$ cat src/rtl/coverfloat_pkg.sv
// coverfloat_pkg: field widths, bit offsets, flag indices and packed layout of a coverfloat cover vector
package coverfloat_pkg;

    localparam int OP_W   = 32;
    localparam int RM_W   = 8;
    localparam int OPND_W = 128;
    localparam int FMT_W  = 8;
    localparam int FLAG_W = 8;
    localparam int IX_W   = 32;
    localparam int IM_W   = 192;
    localparam int VEC_W  = OP_W + RM_W + 4*OPND_W + 2*FMT_W + FLAG_W + 4 + IX_W + IM_W;

    // LSB position of each field inside the packed vector
    localparam int IM_L   = 0;
    localparam int IX_L   = IM_L + IM_W;
    localparam int S_L    = IX_L + IX_W;
    localparam int EXC_L  = S_L + 4;
    localparam int RFMT_L = EXC_L + FLAG_W;
    localparam int RES_L  = RFMT_L + FMT_W;
    localparam int OFMT_L = RES_L + OPND_W;
    localparam int C_L    = OFMT_L + FMT_W;
    localparam int B_L    = C_L + OPND_W;
    localparam int A_L    = B_L + OPND_W;
    localparam int RM_L   = A_L + OPND_W;
    localparam int OP_L   = RM_L + RM_W;

    // MSB position of each field
    localparam int IM_H   = IX_L - 1;
    localparam int IX_H   = S_L - 1;
    localparam int S_H    = EXC_L - 1;
    localparam int EXC_H  = RFMT_L - 1;
    localparam int RFMT_H = RES_L - 1;
    localparam int RES_H  = OFMT_L - 1;
    localparam int OFMT_H = C_L - 1;
    localparam int C_H    = B_L - 1;
    localparam int B_H    = A_L - 1;
    localparam int A_H    = RM_L - 1;
    localparam int RM_H   = OP_L - 1;
    localparam int OP_H   = VEC_W - 1;

    // exception_bits positions
    localparam int NV = 4;
    localparam int DZ = 3;
    localparam int OF = 2;
    localparam int UF = 1;
    localparam int NX = 0;

    typedef struct packed {
        logic [OP_W-1:0]   op;
        logic [RM_W-1:0]   rm;
        logic [OPND_W-1:0] a;
        logic [OPND_W-1:0] b;
        logic [OPND_W-1:0] c;
        logic [FMT_W-1:0]  operand_fmt;
        logic [OPND_W-1:0] result;
        logic [FMT_W-1:0]  result_fmt;
        logic [FLAG_W-1:0] exception_bits;
        logic [2:0]        sign_pad;
        logic              interm_s;
        logic [IX_W-1:0]   interm_x;
        logic [IM_W-1:0]   interm_m;
    } cover_vec_t;

endpackage

$ cat src/rtl/coverfloat_interface.sv
// coverfloat_interface: registered unpacker of cover vectors into named fields with sample strobe and vector counter
// Ports: clk, rst_n (async active-low); vec_valid/vec_in carry one packed vector per cycle;
// op, rm, a, b, c, operand_fmt, result, result_fmt, exception_bits, interm_s/x/m are the held fields;
// flag_nv..flag_nx decode exception_bits; sample_valid pulses the cycle after capture; vector_count counts captures.
module coverfloat_interface
    import coverfloat_pkg::*;
#(
    parameter int OP_W   = 32,
    parameter int RM_W   = 8,
    parameter int OPND_W = 128,
    parameter int FMT_W  = 8,
    parameter int FLAG_W = 8,
    parameter int IX_W   = 32,
    parameter int IM_W   = 192,
    localparam int VEC_W = OP_W + RM_W + 4*OPND_W + 2*FMT_W + FLAG_W + 4 + IX_W + IM_W
) (
    input  logic              clk,
    input  logic              rst_n,
    input  logic              vec_valid,
    input  logic [VEC_W-1:0]  vec_in,
    output logic [OP_W-1:0]   op,
    output logic [RM_W-1:0]   rm,
    output logic [OPND_W-1:0] a,
    output logic [OPND_W-1:0] b,
    output logic [OPND_W-1:0] c,
    output logic [FMT_W-1:0]  operand_fmt,
    output logic [OPND_W-1:0] result,
    output logic [FMT_W-1:0]  result_fmt,
    output logic [FLAG_W-1:0] exception_bits,
    output logic              flag_nv,
    output logic              flag_dz,
    output logic              flag_of,
    output logic              flag_uf,
    output logic              flag_nx,
    output logic              interm_s,
    output logic [IX_W-1:0]   interm_x,
    output logic [IM_W-1:0]   interm_m,
    output logic              sample_valid,
    output logic [31:0]       vector_count
);

    localparam int IXL = IM_W;
    localparam int SL  = IXL + IX_W;
    localparam int EL  = SL + 4;
    localparam int RFL = EL + FLAG_W;
    localparam int RSL = RFL + FMT_W;
    localparam int OFL = RSL + OPND_W;
    localparam int CL  = OFL + FMT_W;
    localparam int BL  = CL + OPND_W;
    localparam int AL  = BL + OPND_W;
    localparam int RML = AL + OPND_W;
    localparam int OPL = RML + RM_W;

    // upper three bits of the sign nibble carry no information
    logic unused_nib;
    assign unused_nib = ^vec_in[SL+3:SL+1];

    always_ff @(posedge clk or negedge rst_n) begin
        if (!rst_n) begin
            op             <= '0;
            rm             <= '0;
            a              <= '0;
            b              <= '0;
            c              <= '0;
            operand_fmt    <= '0;
            result         <= '0;
            result_fmt     <= '0;
            exception_bits <= '0;
            interm_s       <= 1'b0;
            interm_x       <= '0;
            interm_m       <= '0;
            sample_valid   <= 1'b0;
            vector_count   <= '0;
        end else begin
            sample_valid <= vec_valid;
            if (vec_valid) begin
                op             <= vec_in[OPL +: OP_W];
                rm             <= vec_in[RML +: RM_W];
                a              <= vec_in[AL +: OPND_W];
                b              <= vec_in[BL +: OPND_W];
                c              <= vec_in[CL +: OPND_W];
                operand_fmt    <= vec_in[OFL +: FMT_W];
                result         <= vec_in[RSL +: OPND_W];
                result_fmt     <= vec_in[RFL +: FMT_W];
                exception_bits <= vec_in[EL +: FLAG_W];
                interm_s       <= vec_in[SL];
                interm_x       <= vec_in[IXL +: IX_W];
                interm_m       <= vec_in[0 +: IM_W];
                vector_count   <= vector_count + 32'd1;
            end
        end
    end

    assign flag_nv = exception_bits[NV];
    assign flag_dz = exception_bits[DZ];
    assign flag_of = exception_bits[OF];
    assign flag_uf = exception_bits[UF];
    assign flag_nx = exception_bits[NX];

endmodule

$ cat config.mk
export PLATFORM = sky130hd
export DESIGN_NAME = coverfloat_interface
export DESIGN_NICKNAME = d
export VERILOG_FILES = /design/src/rtl/coverfloat_pkg.sv /design/src/rtl/coverfloat_interface.sv
export SDC_FILE = /design/constraint.sdc
export NUM_CORES = 1
export LEC_CHECK = 0
export CAP_MARGIN = 15
export CORE_AREA = 3 3 638 640
export DETAILED_ROUTE_END_ITERATION = 10
export DIE_AREA = 0 0 641 643
export PLACE_DENSITY = 0.35
export SYNTH_ARGS = -nofsm -noshare
export SYNTH_HDL_FRONTEND = slang
export SYNTH_SLANG_ARGS = --single-unit
$ cat constraint.sdc
create_clock -name clk -period 1.6 [get_ports clk]
set_clock_uncertainty 0.15 [all_clocks]
set_input_delay 0.24 -clock clk [delete_from_list [all_inputs] [get_ports clk]]
set_output_delay 0.24 -clock clk [all_outputs]
set_load 0.01 [all_outputs]
==> results.json <==
{
  "run_status": "finished, violations left",
  "violations": "negative setup slack",
  "cp.required_ns": 1.21,
  "ir_worst_vdd_uv": 899,
  "routed_via_density": 2.88,
  "die_area_um2": 412000,
  "crit_type": "reg -> out",
  "area_delta_synth_final_pct": 134,
  "coreArea_um2": 402000,
  "path_cells": "buf_6, buf_6, buf_6",
  "dp_hpwl_um": 278000,
  "worstSkewPairLatency_ns": 0.83,
  "setup_viol": 862,
  "synthMostInstantiatedCell": "dfrtp_1",
  "fin_cells": 10300,
  "synth_top_family_by_area": "multiplexers",
  "numClockSinks": 834,
  "ys_seq_area_share_pct": 67.3,
  "final-max-slew-violation-count": 0,
  "antenna_found_initial": 434,
  "synth_seq_cells": 834,
  "syn_inst": 1820,
  "grt_usage_pct": 14.8,
  "synth-compound-area-share_pct": 0,
  "ys_types": 22,
  "synth-async-reset-ratio_pct": 100,
  "placementRows": 233,
  "final_net_count": 5543,
  "ctsRootBufferMaster": "clkbuf_16",
  "fin_setup_tns_ns": -169.88,
  "hp-class": "in -> reg",
  "start_kind": "register",
  "placed_area_um2": 57700,
  "cts_buffer_depth": 4,
  "synth_top_area_cell": "dfrtp_1",
  "die_w_um": 641,
  "worst-path-buf-inv": 3,
  "worst_slew_pin_slew_ns": 0.437,
  "critPathCaptureType": "output pin",
  "drt_iter0_markers": 1250,
  "p_total_mw": 72.7,
  "dp_cells": 8824,
  "rsz0062_at_grt": "yes",
  "fin_crit_ns": 1.96,
  "cap_violations": 0,
  "syn-num-nets": 2628,
  "cp_common_cell": "buf_6",
  "gr-total-overflow": 0,
  "p_leak_nw": 29.7,
  "htreeDepth": 3,
  "synth_adder_area_share_pct": 0.0403,
  "fmax_mhz": 510,
  "drive_above_1_share_pct": 48.2,
  "routedWlPerCell_um": 30.7,
  "io_buffer_count": 1642,
  "crit_path_max_fanout": 4,
  "synth_flop_cell": "dfrtp_1",
  "floorplan.initialDensity_pct": 7.72,
  "synth.mux.area_fraction_pct": 29.1,
  "drt-total-wl_um": 315000,
  "yosysTopAreaCellShare_pct": 67.3,
  "cts_buffers": 125,
  "yosys_warnings": 0,
  "antenna_left": 0,
  "crit_family": "flip-flops",
  "synth_xor_area_share_pct": 0.875,
  "place_congestion": 0.823,
  "netlist_area_um2": 31000,
  "path_clk_slew_ns": 0.05,
  "synthSimpleGateAreaFrac_pct": 1.14,
  "io_pins": 1646,
  "power_density_nw_per_um2": 1000,
  "critPathMaxStageDelay_ns": 0.40,
  "design_area_um2": 72500,
  "slowest_stage": "dfrtp_2",
  "grt_max_degree": 45,
  "grt_pass1_vias": 31400,
  "crit_arrival_ns": 1.57,
  "avgSynthCellArea_um2": 17.1,
  "yosys-top-cells-area": "dfrtp_1 67%, mux2_2 29%, buf_2 1.4%, xnor2_1 0.73%, nand3_1 0.23%",
  "vias": 29600,
  "yosys-top-cells-count": "834 x dfrtp_1, 802 x mux2_2, 84 x buf_2",
  "finalCritPeriodShare_pct": 123,
  "die_h_um": 643,
  "hold_violations": 0,
  "slew-limit-headroom_pct": 70.9,
  "drc": 0,
  "fin_ws_ns": -0.361,
  "drtPass1Iterations": 5,
  "synth-edff-count": 0,
  "cts_tree": "done",
  "grt_pass1_wl_um": 386000
}
==> where the power goes <==
part | internal [mW] | switching [mW]
registers | 23.3 | 1.88
logic | 11.0 | 8.12
clock network | 16.7 | 11.8
total | 50.9 | 21.8
==> per-layer routing <==
layer / track usage [%] / share of wire [%] / up-vias
met5: 0 / 0.37 / -
met4: 3.31 / 2.9 / 174
met3: 5.88 / 9.5 / 659
met2: 26.7 / 51 / 1525
met1: 16.1 / 37 / 14600
li1: - / - / 12600
==> per-stage QoR <==
step                hold WS (ns)  utilization, %  setup slack (ns)
floorplan                 -0.206               -           -0.0926
global placement           0.273            14.4            -0.134
detailed placement         0.255            14.4           -0.0909
CTS                      0.00145            17.7            -0.495
global route              0.0312            18.0            -0.450
finish                    0.0922            18.0            -0.361
==> registers in the layout (all words and copies together), names as in the netlist, 8 cells and up <==
| name | count |
|---|---|
| a | 128 |
| rm | 8 |
| operand_fmt | 8 |
| op | 32 |
| c | 128 |
| result | 128 |
| b | 128 |
| result_fmt | 8 |
| interm_x | 32 |
| interm_m | 192 |
| vector_count | 32 |
| exception_bits | 8 |
==> cell usage in the layout, fill, tap and decap left out, types with 4 or more instances in the layout <==
| cell type | Yosys | routed |
|---|---|---|
| buf_12 | 0 | 273 |
| buf_2 | 84 | 141 |
| buf_4 | 5 | 360 |
| buf_6 | 0 | 504 |
| bufinv_16 | 0 | 9 |
| clkbuf_1 | 6 | 26 |
| clkbuf_16 | 0 | 126 |
| clkbuf_8 | 0 | 17 |
| clkdlybuf4s50_1 | 0 | 801 |
| clkinv_2 | 0 | 19 |
| clkinv_4 | 0 | 9 |
| clkinvlp_4 | 0 | 7 |
| dfrtp_1 | 834 | 808 |
| dfrtp_2 | 0 | 26 |
| diode_2 | 0 | 154 |
| dlygate4sd3_1 | 0 | 802 |
| inv_6 | 0 | 8 |
| mux2_2 | 802 | 802 |
| nand2_1 | 8 | 5 |
| nand3_1 | 14 | 10 |
| nand4_1 | 11 | 11 |
| xnor2_1 | 26 | 22 |
| xnor2_2 | 0 | 4 |
| xor2_1 | 5 | 5 |
==> cells by family (layout without fill, tap and decap cells) <==
family                   count (synthesis)  count (layout)
XOR/XNOR                                31              31
multiplexers                           802             802
buffers and inverters                   98            3110
other                                    0             154
adder cells (fa/ha/maj)                  1               1
AND/OR/NAND/NOR                         54              54
flip-flops                             834             834
==> path summary, 6_finish.rpt <==
path	start	to	slack (ns)	depth (start not counted)
max	vector_count[3]	vector_count[3]	-0.36	3
min	vec_in[123]	interm_m[123]	0.09	2
max reg2reg	vector_count[1]	vector_count[24]	-0.21	8
min reg2reg	c[67]	c[67]	0.35	1
max in group asynchronous	rst_n	interm_m[188]	0.09	6
min in group asynchronous	rst_n	exception_bits[5]	0.55	5
==> final cells by class <==
class	instances	area [um2]
Fill cell	43800	330000
Multi-Input combinational cell	888	9820
Clock inverter	55	629
Inverter	3	11.3
Tap cell	5287	6620
Timing Repair Buffer	2883	30600
Clock buffer	169	3480
Sequential cell	834	20900
Antenna cell	154	385
==> timing repair <==
| action | in CTS | in global routing |
|---|---|---|
| pin swaps | 0 | 21 |
| hold endpoints to repair | 1660 | 0 |
| setup endpoints to repair | 851 | 864 |
| hold buffers | 804 | 0 |
| setup buffers | 191 | 78 |
| cloned | 0 | 0 |
| gates resized for setup | 3374 | 85 |
No activity file was read; power rests on OpenSTA's default activity.
